### config.mk
export PLATFORM = sky130hd
export DESIGN_NAME = ysyx_25040111_mem_arbiter
export DESIGN_NICKNAME = d
export VERILOG_FILES = /design/src/rtl/ysyx_25040111_mem_arbiter.sv
export SDC_FILE = /design/constraint.sdc
export NUM_CORES = 1
export LEC_CHECK = 0
export CORE_AREA = 2 2 121 123
export DETAILED_ROUTE_END_ITERATION = 8
export DIE_AREA = 0 0 123 125
export GPL_TIMING_DRIVEN = 1
export HOLD_SLACK_MARGIN = 0.1
export PLACE_DENSITY = 0.81
export SYNTH_ARGS = -nofsm -noshare
export SYNTH_HDL_FRONTEND = slang
export SYNTH_SLANG_ARGS = --single-unit
### constraint.sdc
create_clock -name clock -period 3.8 [get_ports clock]
set_input_delay 0.57 -clock clock [delete_from_list [all_inputs] [get_ports clock]]
set_output_delay 0.57 -clock clock [all_outputs]
set_load 0.01 [all_outputs]
### src/rtl/ysyx_25040111_mem_arbiter.sv
// N-master to single-memory arbiter with round-robin or fixed priority,
// one outstanding transaction at a time and read bursts of up to 2^LEN_W beats.
//
// Handshake rules: a request transfers on a cycle where req_valid[i] and
// req_ready[i] are both high. The master must hold req_valid and its fields
// until then. mem_req_valid is held with stable fields until mem_req_ready.
// Response beats (mem_resp_valid) cannot be back-pressured.
module ysyx_25040111_mem_arbiter #(
  parameter int N_MST   = 2,
  parameter int AW      = 32,
  parameter int DW      = 32,
  parameter int LEN_W   = 8,
  parameter int RR_MODE = 1
) (
  input  logic                   clock,
  input  logic                   reset,
  input  logic [N_MST-1:0]       req_valid,
  output logic [N_MST-1:0]       req_ready,
  input  logic [N_MST-1:0]       req_write,
  input  logic [N_MST*AW-1:0]    req_addr,
  input  logic [N_MST*DW-1:0]    req_wdata,
  input  logic [N_MST*2-1:0]     req_mask,
  input  logic [N_MST-1:0]       req_rsign,
  input  logic [N_MST*LEN_W-1:0] req_len,
  output logic [N_MST-1:0]       resp_valid,
  output logic [DW-1:0]          resp_data,
  output logic                   resp_last,
  output logic                   resp_err,
  output logic                   mem_req_valid,
  input  logic                   mem_req_ready,
  output logic                   mem_write,
  output logic [AW-1:0]          mem_addr,
  output logic [DW-1:0]          mem_wdata,
  output logic [1:0]             mem_mask,
  output logic                   mem_rsign,
  output logic [LEN_W-1:0]       mem_len,
  input  logic                   mem_resp_valid,
  input  logic [DW-1:0]          mem_resp_data,
  input  logic                   mem_resp_last,
  output logic [2:0]             grant_id,
  output logic [1:0]             dbg_state
);

  typedef enum logic [1:0] {
    S_IDLE  = 2'd0,
    S_ISSUE = 2'd1,
    S_RESP  = 2'd2
  } state_e;

  state_e           state_q;
  logic [2:0]       rr_ptr_q;
  logic [2:0]       grant_q;
  logic [LEN_W-1:0] beat_cnt_q;
  logic             mem_write_q;
  logic [AW-1:0]    mem_addr_q;
  logic [DW-1:0]    mem_wdata_q;
  logic [1:0]       mem_mask_q;
  logic             mem_rsign_q;
  logic [LEN_W-1:0] mem_len_q;

  logic             win_found;
  logic [2:0]       win_idx;
  int               base;
  int               cand;
  logic             sel_write;
  logic [AW-1:0]    sel_addr;
  logic [DW-1:0]    sel_wdata;
  logic [1:0]       sel_mask;
  logic             sel_rsign;
  logic [LEN_W-1:0] sel_len;

  logic             beat;
  logic             exp_last;
  logic             done;
  logic [2:0]       next_ptr;

  // Winner search starting at rr_ptr (or 0 in fixed mode), then field mux.
  always_comb begin
    win_found = 1'b0;
    win_idx   = 3'd0;
    base      = (RR_MODE != 0) ? int'(rr_ptr_q) : 0;
    cand      = 0;
    sel_write = 1'b0;
    sel_addr  = '0;
    sel_wdata = '0;
    sel_mask  = '0;
    sel_rsign = 1'b0;
    sel_len   = '0;
    for (int k = 0; k < N_MST; k++) begin
      cand = base + k;
      if (cand >= N_MST) cand = cand - N_MST;
      if (!win_found && req_valid[cand]) begin
        win_found = 1'b1;
        win_idx   = cand[2:0];
      end
    end
    for (int i = 0; i < N_MST; i++) begin
      if (win_idx == 3'(i)) begin
        sel_write = req_write[i];
        sel_addr  = req_addr[i*AW +: AW];
        sel_wdata = req_wdata[i*DW +: DW];
        sel_mask  = req_mask[i*2 +: 2];
        sel_rsign = req_rsign[i];
        // Writes are always single-beat regardless of the length field.
        sel_len   = req_write[i] ? '0 : req_len[i*LEN_W +: LEN_W];
      end
    end
  end

  // Beat classification: final beat is by count, mem_resp_last only cross-checks it.
  always_comb begin
    beat      = (state_q == S_RESP) && mem_resp_valid;
    exp_last  = mem_write_q || (beat_cnt_q == mem_len_q);
    done      = beat && (exp_last || mem_resp_last);
    resp_last = done;
    resp_err  = beat && (exp_last != mem_resp_last);
    next_ptr  = (grant_q == 3'(N_MST - 1)) ? 3'd0 : grant_q + 3'd1;
    for (int i = 0; i < N_MST; i++) begin
      req_ready[i]  = !reset && (state_q == S_IDLE) && win_found && (win_idx == 3'(i));
      resp_valid[i] = beat && (grant_q == 3'(i));
    end
  end

  assign resp_data     = mem_resp_data;
  assign mem_req_valid = (state_q == S_ISSUE);
  assign mem_write     = mem_write_q;
  assign mem_addr      = mem_addr_q;
  assign mem_wdata     = mem_wdata_q;
  assign mem_mask      = mem_mask_q;
  assign mem_rsign     = mem_rsign_q;
  assign mem_len       = mem_len_q;
  assign grant_id      = grant_q;
  assign dbg_state     = state_q;

  // Arbitration FSM: grant in IDLE, hold request in ISSUE, count beats in RESP.
  always_ff @(posedge clock or posedge reset) begin
    if (reset) begin
      state_q     <= S_IDLE;
      rr_ptr_q    <= 3'd0;
      grant_q     <= 3'd0;
      beat_cnt_q  <= '0;
      mem_write_q <= 1'b0;
      mem_addr_q  <= '0;
      mem_wdata_q <= '0;
      mem_mask_q  <= '0;
      mem_rsign_q <= 1'b0;
      mem_len_q   <= '0;
    end else begin
      case (state_q)
        S_IDLE: begin
          if (win_found) begin
            state_q     <= S_ISSUE;
            grant_q     <= win_idx;
            mem_write_q <= sel_write;
            mem_addr_q  <= sel_addr;
            mem_wdata_q <= sel_wdata;
            mem_mask_q  <= sel_mask;
            mem_rsign_q <= sel_rsign;
            mem_len_q   <= sel_len;
          end
        end
        S_ISSUE: begin
          if (mem_req_ready) begin
            state_q    <= S_RESP;
            beat_cnt_q <= '0;
          end
        end
        S_RESP: begin
          if (beat) begin
            beat_cnt_q <= beat_cnt_q + 1'b1;
            if (done) begin
              state_q <= S_IDLE;
              if (RR_MODE != 0) rr_ptr_q <= next_ptr;
            end
          end
        end
        default: state_q <= S_IDLE;
      endcase
    end
  end

endmodule
# Word-level counts from Yosys, hierarchy flattened
# Index checks and enable logic that the tools add are counted.
[word_totals]
out_inout_bits = 120
register_bits = 92
[classes]
addsub = 5
n_eq_ne = 10
mux = 35
reduce_logical = 22
order_cmp = 4
[op_table]
columns = ["operator", "n"]
rows = [
  ["32-bit 2-to-1 mux", 6],
  ["32-bit by 3-bit less-than comparator with 1-bit output, second input constant", 2],
  ["8-bit 2-to-1 mux", 6],
  ["8-bit one-hot mux with 2 select lines", 1],
  ["1-bit 2-to-1 mux", 12],
  ["2-bit 2-to-1 mux", 6],
  ["1-bit logical AND", 10],
  ["3-bit 2-to-1 mux", 3],
  ["8-bit by 1-bit adder with 8-bit output, second input constant", 1],
  ["8-bit equality test", 1],
  ["3-bit by 1-bit equality test with 1-bit output, second input constant", 2],
  ["3-bit logical NOT", 2],
  ["2-bit != test, second input constant", 3],
  ["2-bit one-hot mux with 3 select lines", 1],
  ["3-bit AND reduction", 2],
  ["4-bit by 2-bit subtractor with 5-bit output, second input constant", 1],
  ["3-bit by 1-bit adder with 4-bit output, second input constant", 1],
  ["4-bit by 2-bit >= comparator with 1-bit output, second input constant", 1],
  ["4-bit AND reduction", 1],
  ["3-bit by 2-bit subtractor with 4-bit output, second input constant", 1],
  ["3-bit by 1-bit adder with 3-bit output, second input constant", 1],
  ["3-bit by 2-bit >= comparator with 1-bit output, second input constant", 1],
  ["2-bit by 1-bit equality test with 1-bit output, second input constant", 1],
  ["2-bit equality test, second input constant", 1],
  ["7 further kinds", 9],
]

# Longest topological paths before layout
# Gate-level depths: netlist of run 1.
[logic_depth]
depth_word = 12
depth_mapped = 9

# Worst setup path before layout of run 1
# No wires, ideal clock.
[synth_timing]
path_kind = "register to output"
startpoint = "reg rr_ptr_q[1]"
endpoint = "out req_ready[0]"
path_stages_with_launch = 10
path_slack_ps = 973
path_buffers = 3
required_ps = 3230
arrival_time_ps = 2257
path_cell_list = "dfrtp_1 -> inv_1 -> ha_1 -> clkbuf_1 -> o21a_1 -> o41a_1 -> a221o_1 -> buf_6 -> buf_6 -> nor3b_2"
[synth_via]
elab_chain_len = 11
word_cells_on_any_way = 22
classes_between = "3 x add/sub; 2 x order compare; 12 x mux; 5 x reduce/logical"
[synth_rtl]
columns = ["item", "line", "source"]
rows = [
  ["start: declaration", "51", "logic [2:0] rr_ptr_q;"],
  ["start signal: assignment", "173", "if (RR_MODE != 0) rr_ptr_q <= next_ptr;"],
  ["parallel branches: the longest is 10 deep, another holds 3-bit by 1-bit adder with 4-bit output", "-", ""],
  ["1-bit logical AND *", "119", "req_ready[i] = !reset && (state_q == S_IDLE) && win_found && (win_idx == 3'(i));"],
  ["end: declaration", "18", "output logic [N_MST-1:0] req_ready,"],
]
# Mark *: on every way between the ends. The select of a mux whose other input is x is not followed.

# Worst setup path after layout of run 1
# Same ends and word-level chain as after synthesis.

==> out/results.ini, run 1 <==
[outcome]
status = completed

[power_and_ir_drop]
cellInternalPower_mw = 3.073
p_comb_share_pct = 46.5
ir_drop_v = 0.0002902
switching_power_mw = 1.712
seq_power_share_pct = 34.6
sw_frac_of_total_pct = 35.78
cellLeakagePower_nw = 3.361
cellPowerDensity_mw_per_mm2 = 634.1
pwr-share-clk_pct = 18.9
total_power_mw = 4.786

[clock_network]
clk_pin_slew_worst_paths_ns = 0.06
clock_sinks = 92
numCtsBuffers = 9
cts_root_buf = clkbuf_16
htree_levels = 3
cts_hold_buf = 0
clockBufferDepth = 2
insertion_delay_ns = 0.34
cts_tree = yes
post-cts-setup-buffers = 0
post_cts_resized = 0

[routing]
routedWlPerCell_um = 15.17
drt_pass1_iterations = 4
drtIter0Drc = 131
antenna_left = 0
vias_per_cell = 4.716
routed_wl_um = 13500
vias = 4197
post-route-drc-count = 0

[synth]
synth_adder_area_share_pct = 1.031
synth_fp_nets = 693
synth_cell_types = 41
seq_area_frac_synth_pct = 47.41
synth_top_area_share_pct = 47.41
synthXorXnorAreaFrac_pct = 2.525
yosys.area.top_type = dfrtp_1
synth_simple_gate_area_share_pct = 13.71
synth.area.top_cells = dfrtp_1, mux2i_1, o21ai_0
synth-seq-cells = 92
syn_area_sq_mm = 0.004856
syn_inst = 498
synth_top_family_by_area = multiplexers
synthArstFlopShare_pct = 100.0
synth_common_cells = dfrtp_1, nand2_1, mux2i_1, o21ai_0, buf_4
ys.flop_type = dfrtp_1
synth-compound-area-share_pct = 11.18
ys_warn_count = 0
synth_edf_count = 0
synthMuxAreaShare_pct = 16.10
synth_most_common_cell = dfrtp_1
syn_avg_cell_area_sq_um = 9.751

[hold_path]
hp-start = mem_wdata[27]
hp-class = reg2reg

[layout]
fill_cells = 1330
final_area_sq_mm = 0.007547
nets = 897
regArea_sq_mm = 0.002302
antenna_cells = 0
layout-drive-gt1-share_pct = 4.108
multi_input_area_sq_mm = 0.002177
area_delta_synth_final_pct = 55.42

[timing]
finalCritPeriodShare_pct = 91.96
maxSlewViolCount = 0
rsz0062_at_grt = false
skew_ns = 0.008670
finalSetupViolCount = 0
fin_ws_ns = 0.3056
fmax_mhz = 286.2
max_slew_margin_pct = 43.22
setup_tns_ns = 0
tightest_slew_ns = 0.8516
period_minus_slack_ns = 3.494
hold_violations = 0

[setup_path]
crit_start = rr_ptr_q[1]
critPathTopFamily = compound AO/OA/AOI/OAI gates
critPathMaxFanout = 8
slowest_delay_ns = 0.55
critPathCaptureType = output port
timing.rr.start = rr_ptr_q[1]
crit_buf_inv = 2
slowest_stage = clkdlybuf4s50_1
cp-start-kind = flop
path_class = reg2out
cp_cell_sequence = inv_1, ha_1, o21a_1, o41a_1, a221o_2, nor3b_2, clkdlybuf4s50_1
worstPathArrival_ns = 2.92
required_ns = 3.23

[global_route]
antenna_found_initial = 0
met3_usage_pct = 6.341
grt_pass1_wl_um = 21830
grt_util_met1_pct = 21.11
grt_start_max_net_pins = 80
grt_overflow_total = 0
grtUsageTotal_pct = 18.13
grt_busiest_layer = met2
grt_pass1_vias = 4294
use_met2_pct = 30.45

[run]
drv_cap = 0

[die]
start_util_pct = 34.19
die_w_um = 123
boundaryPins = 311
die-height_um = 125
core_area_sq_mm = 0.01420
die-area_sq_mm = 0.01538
rows = 44

[place]
dp_slack_ns = 0.5053
port_buffers = 246
gp_congestion = 0.8184
dp_hpwl_um = 10000
placed_area_sq_mm = 0.007246

==> power groups by stage <==
stage	combinational [mW]	sequential (mW)	clock (mW)
floorplan	1.00	1.78	0
global placement	2.22	1.66	0
detailed placement	2.25	1.68	0
CTS	2.26	1.66	0.937
global route	2.45	1.72	0.973
finish	2.23	1.65	0.905
==> kinds of logic after synthesis <==
logic type / count (synthesis)
compound gates: 102
xor+xnor: 14
fa+ha+maj: 4
buf+inv: 65
flops: 92
mux: 78
simple gates: 143
==> cell type report <==
class	instances	area share, %
Multi-Input combinational cell	341	28.85
Sequential cell	92	30.50
Timing Repair Buffer	253	33.32
Clock buffer	11	3.349
Tap cell	184	3.050
Inverter	5	0.2818
Clock inverter	4	0.6466
==> layer usage <==
metal / wire, um / share of wire, % / up-vias
met2: 6699 / 50 / 144
met1: 5468 / 41 / 1953
met5: 0 / 0 / -
met3: 1086 / 8.0 / 17
li1: - / - / 2083
met4: 242 / 1.8 / 0
==> worst register-to-register path: stages (launching register included) <==
cell	delay [ns]
dfrtp_1	0.48
inv_1	0.11
ha_1	0.38
o21a_1	0.15
o41a_1	0.37
a221o_2	0.40
buf_4	0.35
o21ai_0	0.33
==> worst paths after layout <==
check	endpoint	slack, ns	cells past startpoint
max	req_ready[0]	0.31	7
min	mem_wdata[27]	0.47	2
max reg2reg	mem_len[5]	1.17	7
min reg2reg	mem_wdata[27]	0.47	2
max in group asynchronous	mem_wdata[31]	2.29	3
min in group asynchronous	mem_wdata[21]	0.75	2
==> through the flow <==
stage                     util [%]  instances  hold slack (ns)
after CTS                    53.14        890           0.4829
after detailed placement     51.01        875           0.4691
after global routing         53.14        890           0.5022
after global placement       51.01        875           0.4593
final                        53.14        890           0.4734
after floorplan                  -        498           0.4711
==> placed cells by master (no fill, tap or decap), types with 2 or more instances in the layout <==
master             n
buf_4              7
clkbuf_8           2
o21ai_0           67
nor2b_1           19
a31oi_1            2
nor3_1             3
and2_1             2
clkbuf_16          9
o21ai_1           18
xor2_1            12
clkinv_2           2
nor2_1            10
nand2b_1           2
nand2_1           87
clkdlybuf4s50_1  246
xnor2_1            2
inv_1              4
nand3b_1           3
mux2i_1           77
nand4_1            2
dfrtp_1           92
ha_1               4
nand3_1            3
a21oi_1            5
nor4_1             4
==> registers in the layout, summed over array words and instances (netlist names) <==
| signal | cells |
|---|---|
| dbg_state | 2 |
| mem_rsign | 1 |
| mem_len | 8 |
| mem_write | 1 |
| mem_mask | 2 |
| grant_id | 3 |
| beat_cnt_q | 8 |
| mem_addr | 32 |
| mem_wdata | 32 |
| rr_ptr_q | 3 |
Note: power is estimated with default switching activity, not from simulation.
==> inputs of run 2 (changes only) <==
--- a/config.mk
+++ b/config.mk
@@ -6,6 +6,7 @@
 export NUM_CORES = 1
 export LEC_CHECK = 0
 export CORE_AREA = 2 2 121 123
+export CTS_CLUSTER_DIAMETER = 60
 export DETAILED_ROUTE_END_ITERATION = 8
 export DIE_AREA = 0 0 123 125
 export GPL_TIMING_DRIVEN = 1
==> results of run 2 <==
Same layout as run 1: the final DEF is identical, and so are final timing and power.
==> inputs of run 3 (changes only) <==
--- a/config.mk
+++ b/config.mk
@@ -15,3 +15,4 @@
 export SYNTH_ARGS = -nofsm -noshare
 export SYNTH_HDL_FRONTEND = slang
 export SYNTH_SLANG_ARGS = --single-unit
+export TNS_END_PERCENT = 1
==> results of run 3 <==
Same layout as run 1: the final DEF is identical, and so are final timing and power.
